[config.mk]
export PLATFORM = sky130hd
export DESIGN_NAME = seg7_scan_ctrl
export DESIGN_NICKNAME = d
export VERILOG_FILES = /design/src/rtl/seg7_scan_ctrl.sv
export SDC_FILE = /design/constraint.sdc
export NUM_CORES = 1
export LEC_CHECK = 0
export ABC_AREA = 1
export CAP_MARGIN = 20
export CELL_PAD_IN_SITES_DETAIL_PLACEMENT = 2
export CELL_PAD_IN_SITES_GLOBAL_PLACEMENT = 2
export CORE_MARGIN = 2
export CORE_UTILIZATION = 32
export CTS_CLUSTER_SIZE = 10
export DETAILED_ROUTE_END_ITERATION = 7
export GPL_ROUTABILITY_DRIVEN = 0
export PLACE_DENSITY_LB_ADDON = 0.2
export RECOVER_POWER = 50
export SYNTH_ARGS = -nofsm -noshare
export SYNTH_HDL_FRONTEND = slang
export SYNTH_SLANG_ARGS = --single-unit
[constraint.sdc]
create_clock -name clk -period 3.07 [get_ports clk]
set_input_delay 0.921 -clock clk [delete_from_list [all_inputs] [get_ports clk]]
set_output_delay 0.921 -clock clk [all_outputs]
set_load 0.02 [all_outputs]
[src/rtl/seg7_scan_ctrl.sv]
// ---------------------------------------------------------------------------
// seg7_scan_ctrl
//
// Time-multiplexed scan controller for a multi-digit 7-segment display.
// One BCD-to-7-segment decoder is shared by all digits. This block does four things:
//   - It presents one BCD nibble at a time to that shared decoder.
//   - It drives the matching one-hot digit enable.
//   - It steps through the digits, holding each one for REFRESH_DIV clock cycles.
//   - It double-buffers the display value, so a new value only appears at a
//     frame boundary. A frame can therefore never show half old data and half new data.
// It also blanks leading zeros and flags committed nibbles that are not valid BCD.
//
// Parameters
//   NUM_DIGITS   number of scanned digits (>= 2)
//   REFRESH_DIV  clk cycles each digit stays active (>= 1)
//
// Ports
//   clk          system clock, rising edge
//   rst          synchronous active-high reset
//   en           scan enable; 0 = display dark, scan position frozen
//   load_valid   new display value offered on load_data
//   load_ready   block can accept load_data (no load pending)
//   load_data    BCD nibbles, [3:0] = digit 0 (least significant digit)
//   lzb_en       leading-zero blanking enable
//   err_clr      clears bcd_err (a simultaneous new error wins)
//   digit_bcd    nibble for the shared decoder inputs {a,b,c,d}
//   digit_blank  1 = gate decoder segments off for the current digit
//   digit_an     one-hot digit enable, active-high
//   frame_done   one-cycle pulse after the digit index wraps to 0
//   bcd_err      sticky flag: a committed nibble was greater than 9
//
// Every output is decoded from registered state only; no input reaches an
// output combinationally. The scan enable and the blanking enable are
// therefore registered first. The scan position advances only while the
// registered enable is high. As a result, each digit is visible on digit_an
// for exactly REFRESH_DIV cycles, and the frame_done pulse coincides with
// the first cycle of digit 0.
// ---------------------------------------------------------------------------
module seg7_scan_ctrl #(
  parameter int NUM_DIGITS  = 4,
  parameter int REFRESH_DIV = 1000
) (
  input  logic                    clk,
  input  logic                    rst,
  input  logic                    en,
  input  logic                    load_valid,
  output logic                    load_ready,
  input  logic [4*NUM_DIGITS-1:0] load_data,
  input  logic                    lzb_en,
  input  logic                    err_clr,
  output logic [3:0]              digit_bcd,
  output logic                    digit_blank,
  output logic [NUM_DIGITS-1:0]   digit_an,
  output logic                    frame_done,
  output logic                    bcd_err
);

  localparam int TICK_W = (REFRESH_DIV > 1) ? $clog2(REFRESH_DIV) : 1;
  localparam int IDX_W  = $clog2(NUM_DIGITS);
  localparam logic [TICK_W-1:0] TICK_LAST = TICK_W'(REFRESH_DIV - 1);
  localparam logic [IDX_W-1:0]  IDX_LAST  = IDX_W'(NUM_DIGITS - 1);

  // -------------------------------------------------------------------------
  // State
  // -------------------------------------------------------------------------
  logic [TICK_W-1:0]       tick_reg,      tick_next;
  logic [IDX_W-1:0]        idx_reg,       idx_next;
  logic [4*NUM_DIGITS-1:0] shadow_reg,    shadow_next;     // value on display
  logic [4*NUM_DIGITS-1:0] pend_data_reg, pend_data_next;  // accepted, not yet shown
  logic                    pend_reg,      pend_next;
  logic                    err_reg,       err_next;
  logic                    frame_done_reg, frame_done_next;
  logic                    scan_on_reg;                    // registered en
  logic                    lzb_reg;                        // registered lzb_en

  // -------------------------------------------------------------------------
  // Per-digit helpers
  // -------------------------------------------------------------------------
  logic [3:0]            shadow_nib [NUM_DIGITS];
  logic [NUM_DIGITS-1:0] pend_bad;     // pending nibble is not valid BCD
  logic [NUM_DIGITS-1:0] upper_zero;   // nibbles gi..NUM_DIGITS-1 are all zero

  generate
    for (genvar gi = 0; gi < NUM_DIGITS; gi++) begin : g_digit
      assign shadow_nib[gi] = shadow_reg[4*gi +: 4];
      assign pend_bad[gi]   = (pend_data_reg[4*gi +: 4] > 4'd9);
      // Each digit takes a constant slice of the upper nibbles. This avoids a
      // bit-to-bit dependency chain inside one vector.
      assign upper_zero[gi] = ~|shadow_reg[4*NUM_DIGITS-1 : 4*gi];
      assign digit_an[gi]   = scan_on_reg && (idx_reg == IDX_W'(gi));
    end
  endgenerate

  // -------------------------------------------------------------------------
  // Next-state logic
  // -------------------------------------------------------------------------
  logic tick_end;
  logic frame_end;
  logic commit;
  logic accept;

  always_comb begin
    tick_end  = (tick_reg == TICK_LAST);
    frame_end = tick_end && (idx_reg == IDX_LAST);

    // While scanning, a pending value only moves to the display on the
    // frame-boundary edge. While dark, nothing can tear, so it moves at once.
    commit = pend_reg && (!scan_on_reg || frame_end);

    // Acceptance depends only on pend_reg. A load offered on the boundary
    // edge itself therefore waits for the following boundary.
    accept = load_valid && !pend_reg;

    tick_next       = tick_reg;
    idx_next        = idx_reg;
    shadow_next     = shadow_reg;
    pend_data_next  = pend_data_reg;
    pend_next       = pend_reg;
    err_next        = err_reg;
    frame_done_next = 1'b0;

    if (scan_on_reg) begin
      if (tick_end) begin
        tick_next = '0;
        idx_next  = (idx_reg == IDX_LAST) ? '0 : idx_reg + 1'b1;
      end else begin
        tick_next = tick_reg + 1'b1;
      end
      frame_done_next = frame_end;
    end

    // commit and accept are mutually exclusive: commit needs pend_reg=1,
    // and accept needs pend_reg=0.
    if (commit) begin
      shadow_next = pend_data_reg;
      pend_next   = 1'b0;
    end else if (accept) begin
      pend_data_next = load_data;
      pend_next      = 1'b1;
    end

    // A new error outranks a clear on the same edge.
    if (commit && |pend_bad) begin
      err_next = 1'b1;
    end else if (err_clr) begin
      err_next = 1'b0;
    end
  end

  // -------------------------------------------------------------------------
  // Registers
  // -------------------------------------------------------------------------
  always_ff @(posedge clk) begin
    if (rst) begin
      tick_reg       <= '0;
      idx_reg        <= '0;
      shadow_reg     <= '0;
      pend_data_reg  <= '0;
      pend_reg       <= 1'b0;
      err_reg        <= 1'b0;
      frame_done_reg <= 1'b0;
      scan_on_reg    <= 1'b0;
      lzb_reg        <= 1'b0;
    end else begin
      tick_reg       <= tick_next;
      idx_reg        <= idx_next;
      shadow_reg     <= shadow_next;
      pend_data_reg  <= pend_data_next;
      pend_reg       <= pend_next;
      err_reg        <= err_next;
      frame_done_reg <= frame_done_next;
      scan_on_reg    <= en;
      lzb_reg        <= lzb_en;
    end
  end

  // -------------------------------------------------------------------------
  // Outputs
  // -------------------------------------------------------------------------
  logic [3:0] cur_nib;
  logic       lzb_blank;

  always_comb begin
    cur_nib = shadow_nib[idx_reg];
    // Digit 0 always shows, so that a value of zero still displays "0".
    lzb_blank = lzb_reg && (idx_reg != '0) && upper_zero[idx_reg];
  end

  assign digit_bcd   = cur_nib;
  assign digit_blank = (cur_nib > 4'd9) || lzb_blank;
  assign load_ready  = !pend_reg;
  assign frame_done  = frame_done_reg;
  assign bcd_err     = err_reg;

endmodule

* Word level (Yosys, flattened, before mapping)
Index checks and enable logic that the tools add are counted. W data, S select, Z words.
Cells by class: $add $sub $neg 2, $mul 0, divide/modulo/power cells 0, magnitude comparators 7, equality and inequality tests 4, shifts and indexed selects 0, mux-type cells 9, bitwise operators 3, reductions and logical operators 30
Operator list (number):
- $gt A4 B4 Y1 const B | 5
- $reduce_or A16 Y1 | 1
- $reduce_or A12 Y1 | 1
- $add A10 B1 Y10 const B | 1
- $eq A10 B10 Y1 const B | 1
- $logic_and A1 B1 Y1 | 10
- $mux W10 | 1
- $bmux W4 S2 | 1
- $mux W4 | 2
- $reduce_or A4 Y1 | 2
- $reduce_or A8 Y1 | 1
- $logic_not A1 Y1 | 6
- $eq A2 B2 Y1 const B | 2
- $reduce_and A2 Y1 | 2
- $reduce_bool A2 Y1 | 2
- $reduce_or A2 Y1 | 2
- $ge A3 B3 Y1 const B | 1
- $lt A2 B3 Y1 const B | 1
- $mux W1 | 3
- $not A2 Y3 | 1
- $add A2 B1 Y2 const B | 1
- $bmux W1 S2 | 1
- $eq A2 B1 Y1 const B | 1
- $logic_not A2 Y1 | 1
- other kinds (3) | 5
Storage, ports and cells: register bits after elaboration 49, latch bits 0, memory bits (writable) 0, ROM bits 0, input port bits 22, output and inout port bits 12, word-level logic and storage cells 64, memories 0

* Depth between registers and ports, before layout
Gate-level depths: netlist of the first run.
depth after elaboration 6, gate-level depth with buffers 9, mapped depth without buffers 8

* Least setup slack after synthesis of the first run
No wires, ideal clock.
path kind register to output, start register idx_reg[0], end output digit_blank, data arrival time 1.714 ns, data required time 2.149 ns, path slack 0.435 ns, cell stages (with the launch flop) 8, buffers on the path 2, cells stage by stage dfxtp_1 buf_2 inv_1 buf_2 o21ai_0 o21ai_0 o21ai_0 nand2_1
On the way: word-level cells in the longest chain between the ends 6, elaborated cells between the ends (all ways) 11, those cells by class 1 x order compare; 5 x mux; 1 x bitwise; 4 x reduce/logical
Ends and longest elaborated chain:
- from (decl) | RTL line 67 | logic [IDX_W-1:0] idx_reg, idx_next;
- from (signal assigned) | RTL line 166 | idx_reg <= idx_next;
- $not A2 Y3 (implied by the code) | RTL line 184 | cur_nib = shadow_nib[idx_reg];
- $bmux W4 S2 | RTL line 184
- $mux W4 (implied by the code) (2 in a row) | RTL line 184
- net digit_bcd[3] | RTL line 51 | output logic [3:0] digit_bcd,
- $gt A4 B4 Y1 | RTL line 190 | assign digit_blank = (cur_nib > 4'd9) || lzb_blank;
- $logic_or A1 B1 Y1 | RTL line 190
- to (decl) | RTL line 52 | output logic digit_blank,
The timed path passes the listed nets, and every way through them passes these cells. The select of a mux whose other input is x is not followed.

* Worst setup path after layout of the first run
start register idx_reg[0], end output digit_bcd[0]
On the way: word-level cells in the longest chain between the ends 4
Ends and longest elaborated chain (RTL line):
- $not A2 Y3 (implied by the code) | 184
- $bmux W4 S2 | 184
- $mux W4 (implied by the code) (2 in a row) | 184
- to (decl) | 51
Every way passes these cells. The select of a mux whose other input is x is not followed.

==> run metrics, run 1 <==
grt ovf 0; Die ar. approximately 8000 um^2; PwrDens roughly 450 nW/um^2; syn_area_per_cell 6.846 um^2; Synth Register Bits 49; drt drc 0; IO buf count 33; Worst Tran Pin Value 0.5282 ns; clk buf depth 2; Internal roughly 920 uW; syn_nets 360; crit share post-route 93.66%; FF+latch area 982.2 um^2; pin count of the biggest net entering global routing 37; crit path kind flip-flop to output pin; Hold WC Path Type flip-flop to flip-flop; Max Freq 347.8 MHz; synth cell count leaders nor2_1, nand2_1, dfxtp_1, inv_1, o21ai_0; worst skew pair latency 0.30 ns; Leak 0.001216 uW; Required @ worst endpoint 2.15 ns; P_sw 345.9 uW; CTS root buffer clkbuf_8; Synth area leaders dfxtp_1, nor2_1, nand2_1, o21ai_0, inv_1; Slew Limit Fails 0; design area 2819 um^2; CTS Buf Count 5; Post-Syn Instances 333; 1st-pass router iterations 4; CP arrival 1.95 ns; status finished clean; antenna violations before repair 0; Synth Cell Area 2280 um^2; Worst R2R End shadow_reg[11]; reg-to-reg setup timing slack approximately 1.2 ns; vias per inst roughly 4.6; post-synthesis sequential area ratio 43.03%; Max FO, Critical Path 8; synth unique cells 26; combinational power share 15.4%; Setup Skew a little under 0.009 ns; most common cell in the netlist nor2_1; fraction of registers with async set/reset 0%; Clk network pwr share between 20% and 30%; min Tclk post-route 2.875 ns; global-route wire length before repair between 10000 and 15000 um; Post-DP Area 2711 um^2; Layout fillers 854; # IOs 34; Antenna Cells 0; Synth Flop Type dfxtp_1; Clock Sinks 49; Total GRT Usage 17.23%; nature of the critical path startpoint flip-flop; leading area contributor after synthesis dfxtp_1; endpoints failing setup 0; Die Ht 88.41 um; Hold Violations, Final 0; Multi-input gate area 1101 um^2; layout overhead on the synthesized area 23.66%; Final ANT Viol Nets 0; Row Count 30; crit path capture type output pin; setup_tns 0 ns; Synth warnings 0; clock slew seen by the registers of the worst setup and hold paths 0.09 ns; max_cap viols 0; CTS tree done; core area 6832 um^2; vias in the first global route ~2.3k; sequential share of power 55.3%; CTS H-tree lvls 2; RSZ-0062 raised after global routing false; Reg-to-Reg Start idx_reg[0]; Die X 88.41 um; iteration-0 DRC count of the detailed router 50; number of enable flip-flop cells after synthesis 0; hold_ws about 0.48 ns; Max rail drop VDD 0.0001944 V; sw frac approximately 27%; drt wl/cell 12.89 um; fin nets 396; Vias 2146; Starting Density 33.37%; fraction of layout cells with a size suffix above 1 7.027%; Slew HR about two thirds; Critical Path Source idx_reg[0]; Critical Path End digit_bcd[0]; HPWL after DPL 4620 um; final WL about 6000 um; Synth top area share between 40% and 50%; FF-to-FF path depth 7
==> power by group through the flow <==
stage | combinational, uW | clock (uW) | sequential (uW)
final | 194 | 371 | 699
after global placement | 191 | 0 | 713
after detailed placement | 197 | 0 | 715
after global routing | 227 | 411 | 705
after floorplan | 127 | 0 | 705
after CTS | 200 | 384 | 701
==> worst max-delay path, cell delays in order, from the launching register on <==
cell and delay, ns:
dfxtp_1 0.38, clkinvlp_4 0.15, buf_4 0.18, a21oi_1 0.12, o21ai_0 0.09, o21ai_0 0.09, clkdlybuf4s50_1 0.64
==> per-layer routing <==
metal | GRT usage (%) | part of all wire, %
met5 | 0 | 0
met4 | 4.545 | 1.1
met3 | 2.799 | 2.3
met2 | 29.46 | 47
met1 | 22.62 | 50
==> how the worst min path moves through the flow <==
| stage | cells after the start | startpoint | to | slack [ns] |
|---|---|---|---|---|
| global route | 2 | tick_reg[0] | tick_reg[0] | 0.51 |
| global placement | 2 | bcd_err | bcd_err | 0.46 |
| finish | 2 | tick_reg[0] | tick_reg[0] | 0.48 |
| floorplan | 2 | shadow_reg[11] | shadow_reg[11] | 0.44 |
| detailed placement | 2 | pend_data_reg[12] | pend_data_reg[12] | 0.47 |
| CTS | 2 | tick_reg[0] | tick_reg[0] | 0.49 |
==> cell families (layout without fill, tap and decap cells) <==
group | count (synthesis) | after routing | synth area share (%)
buffers and inverters | 48 | 85 | 8.562
and+or+nand+nor | 188 | 188 | 35.35
DFF | 49 | 49 | 43.03
xor gates and xnor gates | 1 | 1 | 0.3843
adders and majority gates | 5 | 5 | 2.744
AOI/OAI and AO/OA | 42 | 42 | 9.934
==> through the flow <==
stage	utilization (%)	setup WS (ns)	total power, uW	std cells
floorplan	-	0.4353	831.5	333
global placement	39.69	0.2668	903.6	455
detailed placement	39.69	0.1443	912.0	455
CTS	40.93	0.01110	1285	463
global route	41.26	0.06211	1343	466
finish	41.26	0.1946	1265	466
==> timing repair <==
| action | CTS | global route |
|---|---|---|
| hold buffers | 0 | 0 |
| resized for setup | 2 | 2 |
| endpoints found under the setup margin | 1 | 1 |
| setup buffers | 0 | 3 |
| cloned | 0 | 0 |
==> area by class of cell <==
class / instances / area share [%]
Clock inverter: 2 / 0.3551
Multi-Input combinational cell: 236 / 39.06
Tap cell: 96 / 4.261
Sequential cell: 49 / 34.84
Timing Repair Buffer: 42 / 14.07
Clock buffer: 6 / 2.574
Inverter: 35 / 4.838
==> cell usage in the layout, fill, tap and decap left out, types with 8 or more instances in the layout <==
cell	netlist	final
clkdlybuf4s50_1	0	31
dfxtp_1	49	48
nand3b_1	12	12
nand2_1	59	60
o21ai_0	28	28
buf_4	1	8
a21oi_1	12	12
nor2_1	89	89
inv_1	30	29
nand3_1	15	15
No activity file was read; power rests on OpenSTA's default activity.
==> run 2, diff against run 1 <==
- CTS_CLUSTER_DIAMETER: unset -> 60
- GPL_TIMING_DRIVEN: unset -> 0
==> run 2 against run 1 <==
Combinational power hardly changed. Clock skew decreased by 0.0042 ns. Non-clock buffer count rose by 3. Design area decreased by 0.84%. Routed wire length up 2.4%. Sequential cell count unchanged. Core utilization fell by 0.35 points. Global-route usage shrank 0.36 points. Fmax decreased by 1.3%. Hold slack hardly changed.
==> run metrics, run 2 (same netlist as run 1, synthesis figures left out) <==
status finished clean; most frequent cells in the layout nor2_1, nand2_1, dfxtp_1, inv_1, o21ai_0; Die ar. 7815 um^2; Slew HR 20.18%; Hold WC Path Type flip-flop to flip-flop; Hold Violations, Final 0; reg-to-reg setup timing slack around 0.36 ns; grt ovf 0; min Tclk post-route 2.915 ns; Max Freq 343.1 MHz; placed cells between 400 and 500; Row Count 30; CP Cell Sequence buf_4 -> inv_1 -> clkbuf_4 -> ha_1 -> nand2_1 -> inv_1 -> clkdlybuf4s50_1; global-route wire length before repair 10190 um; Die X 88.41 um; max_cap viols 0; clk buf depth 2; Slew Limit Fails 0; Die Ht 88.41 um; # IOs 34; fraction of layout cells with a size suffix above 1 under 10%; Final ANT Viol Nets 0; pin count of the biggest net entering global routing 14; final WL 6148 um; post-route insts no fill 468; 1st-pass router iterations 4; Critical Path Most Common Cell inv_1; Worst path max stage delay slightly below 0.6 ns; endpoints failing setup 0; Crit-path slowest cell clkdlybuf4s50_1; Leak between 0.001 and 0.0015 uW; PwrDens between 400 and 500 nW/um^2; Total GRT Usage 16.86%; crit path capture type output pin; Antenna Cells 0; Max FO, Critical Path 11; Setup Skew between 0.004 and 0.005 ns; CTS H-tree lvls 2; CTS Buf Count 5; Post-CTS Setup Inserts 0; fin nets 399; core area about 6800 um^2; Starting Density 33.37%; Worst Tran Pin Value 1.187 ns; Total Power 1278 uW; nature of the critical path startpoint flip-flop; Clock Sinks 49; vias per inst around 4.6; drt drc 0; iteration-0 DRC count of the detailed router 96; hold buffers post-CTS 0; Required @ worst endpoint 2.15 ns; CTS tree done; Max rail drop VDD 0.0001668 V; layout overhead on the synthesized area 22.61%; setup_tns 0 ns; commonest non-fill, non-tap cell in the layout nor2_1; CTS root buffer clkbuf_8; vias in the first global route 2191; crit path kind flip-flop to output pin; Vias about 2.2k; HPWL after DPL 5003 um; IO buf count 32; drt wl/cell 13.14 um; clock slew seen by the registers of the worst setup and hold paths 0.09 ns; antenna violations before repair 0; CP arrival 1.99 ns; worst skew pair latency 0.30 ns; RSZ-0062 raised after global routing false; crit share post-route 94.94%
-- run 2: final timing paths --
kind	endpoint	depth (start not counted)	start
worst min register to register	bcd_err	2	bcd_err
worst min-delay path	bcd_err	2	bcd_err
worst max register to register	shadow_reg[14]	7	idx_reg[1]
worst max-delay path	digit_an[2]	7	idx_reg[0]
-- run 2: worst max-delay path, delay by kind of cell (launching register included) --
kind / cells / cell delay [ns]
adder cells (fa/ha/maj): 1 / 0.16
buffers and inverters: 5 / 1.14
flip-flops: 1 / 0.34
AND/OR/NAND/NOR: 1 / 0.05
-- run 2: area by class of cell --
class	instances	area [um^2]
fillers	834	4036
plain buffers	13	68.82
well taps	96	120.1
flip-flops and latches	49	982.2
repair buffers	32	315.3
inverters	35	135.1
multi-input cells	236	1087
clock buffers	7	86.33
-- run 2: power breakdown --
part           internal (uW)  switching, uW
Combinational           84.2            108
Clock                    179            207
Sequential               673           25.6
-- run 2: metal layers --
| metal | vias up | part of all wire (%) | global-route usage, % |
|---|---|---|---|
| li1 | 1121 | - | - |
| met1 | 1005 | 47 | 20.34 |
| met2 | 35 | 49 | 30.55 |
| met3 | 10 | 2.5 | 3.078 |
| met4 | 0 | 1.6 | 4.821 |
| met5 | - | 0 | 0 |
-- run 2: per-stage QoR --
step / worst slack (ns) / hold slack (ns) / utilization (%) / cell area (um^2)
floorplan: 0.4353 / 0.4395 / - / 2280
global placement: 0.03046 / 0.4559 / 39.82 / 2720
detailed placement: -0.01854 / 0.4680 / 39.82 / 2720
CTS: 0.05518 / 0.4817 / 41.10 / 2808
global route: 0.01892 / 0.5037 / 40.92 / 2795
finish: 0.1553 / 0.4803 / 40.92 / 2795
-- run 2: what timing repair did --
action / 4_1_cts / 5_1_grt
resized for setup: 6 / 5
gates cloned: 0 / 0
setup endpoints to repair: 3 / 4
==> run 3, diff against run 2 <==
- CORE_UTILIZATION: 32 -> 29
- clock period: 3.07 -> 3.35 ns (I/O delays scaled with it)
==> run 3 against run 2 <==
Via count is 0.74% higher. Sequential cell count stayed put. Critical path depth is 3 higher. Clock power is 9.8% lower. Core utilization is 4.6 points lower. First-iteration DRC count is 29% lower.
==> run metrics, run 3 (same netlist as run 1, synthesis figures left out) <==
final WL roughly 6300 um; commonest non-fill, non-tap cell in the layout nor2_1; Worst Tran Pin Value 1.015 ns; reg-to-reg setup timing slack approximately 0.53 ns; iteration-0 DRC count of the detailed router 68; vias per inst 4.604; crit path kind flip-flop to output pin; grt ovf 0; Die Ht approximately 90 um; Antenna Cells 0; drt wl/cell ~13 um; Layout fillers 965; pin count of the biggest net entering global routing 15; Vias ~2.2k; global-route wire length before repair around 11000 um; endpoints failing setup 0; layout overhead on the synthesized area 22.34%; IO buf count 32; min Tclk post-route approximately 3.1 ns; Die ar. ~8600 um^2; nature of the critical path startpoint flip-flop; HPWL after DPL 5172 um; Hold WC Path Type flip-flop to flip-flop; Required @ worst endpoint 2.34 ns; most frequent cells in the layout nor2_1, nand2_1, dfxtp_1, inv_1, o21ai_0; RSZ-0062 raised after global routing false; antenna violations before repair 0; CTS root buffer clkbuf_8; core area 7687 um^2; Max FO, Critical Path 11; CTS H-tree lvls 2; Slew Limit Fails 0; CTS tree done; fraction of layout cells with a size suffix above 1 approximately 4.3%; clk buf depth 2; status finished clean; Setup Skew between 0.015 and 0.02 ns; Hold Violations, Final 0; Starting Density 29.65%; max_cap viols 0; Final ANT Viol Nets 0; setup_tns 0 ns; Row Count 32; CP arrival 2.11 ns; fin nets 399; Die X 92.66 um; vias in the first global route 2372; worst skew pair latency 0.31 ns; Max rail drop VDD 0.0001830 V; Total GRT Usage 16.21%; Leak 0.001196 uW; post-route insts no fill 475; crit path capture type output pin; placed cells about 470; Slew HR 31.71%; PwrDens 417.8 nW/um^2; # IOs 34; CTS Buf Count 5; Max Freq 320.6 MHz; clock slew seen by the registers of the worst setup and hold paths 0.10 ns; drt drc 0; crit share post-route 93.11%; 1st-pass router iterations 4; hold_ws around 0.48 ns; Clock Sinks 49
-- run 3: final cells by class --
| class | instances | area [um^2] | area share, % |
|---|---|---|---|
| multi-input cells | 236 | 1087 | 38.99 |
| flip-flops and latches | 49 | 980.9 | 35.17 |
| repair buffers | 32 | 321.6 | 11.53 |
| inverters | 35 | 131.4 | 4.711 |
| well taps | 102 | 127.6 | 4.576 |
| clock buffers | 6 | 72.57 | 2.602 |
| plain buffers | 13 | 57.56 | 2.064 |
| clock inverters | 2 | 10.01 | 0.3589 |
-- run 3: per-stage QoR --
stage	power, uW	area [um^2]	setup WS [ns]	utilization [%]
4_1_cts	1189	2811	0.1163	36.57
3_5_place_dp	838.8	2728	0.1842	35.48
6_report	1165	2789	0.2308	36.28
5_1_grt	1233	2789	0.03822	36.28
3_3_place_gp	829.9	2728	0.2109	35.48
2_1_floorplan	762.0	2280	0.6313	-
-- run 3: critical path, stage by stage, from the launching register on --
cell	delay (ns)
dfxtp_1	0.37
buf_4	0.19
inv_1	0.09
buf_2	0.20
ha_1	0.23
inv_1	0.06
nand4_1	0.08
a21oi_1	0.14
nand2_1	0.08
nand2_1	0.06
dlygate4sd2_1	0.32
-- run 3: layer usage --
layer	vias to the layer above	global-route usage, %	share of wire (%)
li1	1118	-	-
met1	1034	19.53	47
met2	29	29.26	49
met3	6	3.011	2.4
met4	0	4.779	1.3
met5	-	0	0
-- run 3: worst paths after layout --
kind / from / to / cells after the start
worst max-delay path: idx_reg[0] / digit_blank / 10
worst min-delay path: bcd_err / bcd_err / 2
worst max register to register: idx_reg[1] / shadow_reg[9] / 7
worst min register to register: bcd_err / bcd_err / 2
-- run 3: what timing repair did --
item	4_1_cts	5_1_grt
resized for setup	2	1
buffers inserted	0	0
gates cloned	0	0
endpoints found under the setup margin	1	1
hold buffers	0	0
-- run 3: where the power goes --
group / internal (uW) / switching, uW
clock: 145 / 204
combinational: 77.0 / 98.1
sequential: 617 / 24.0
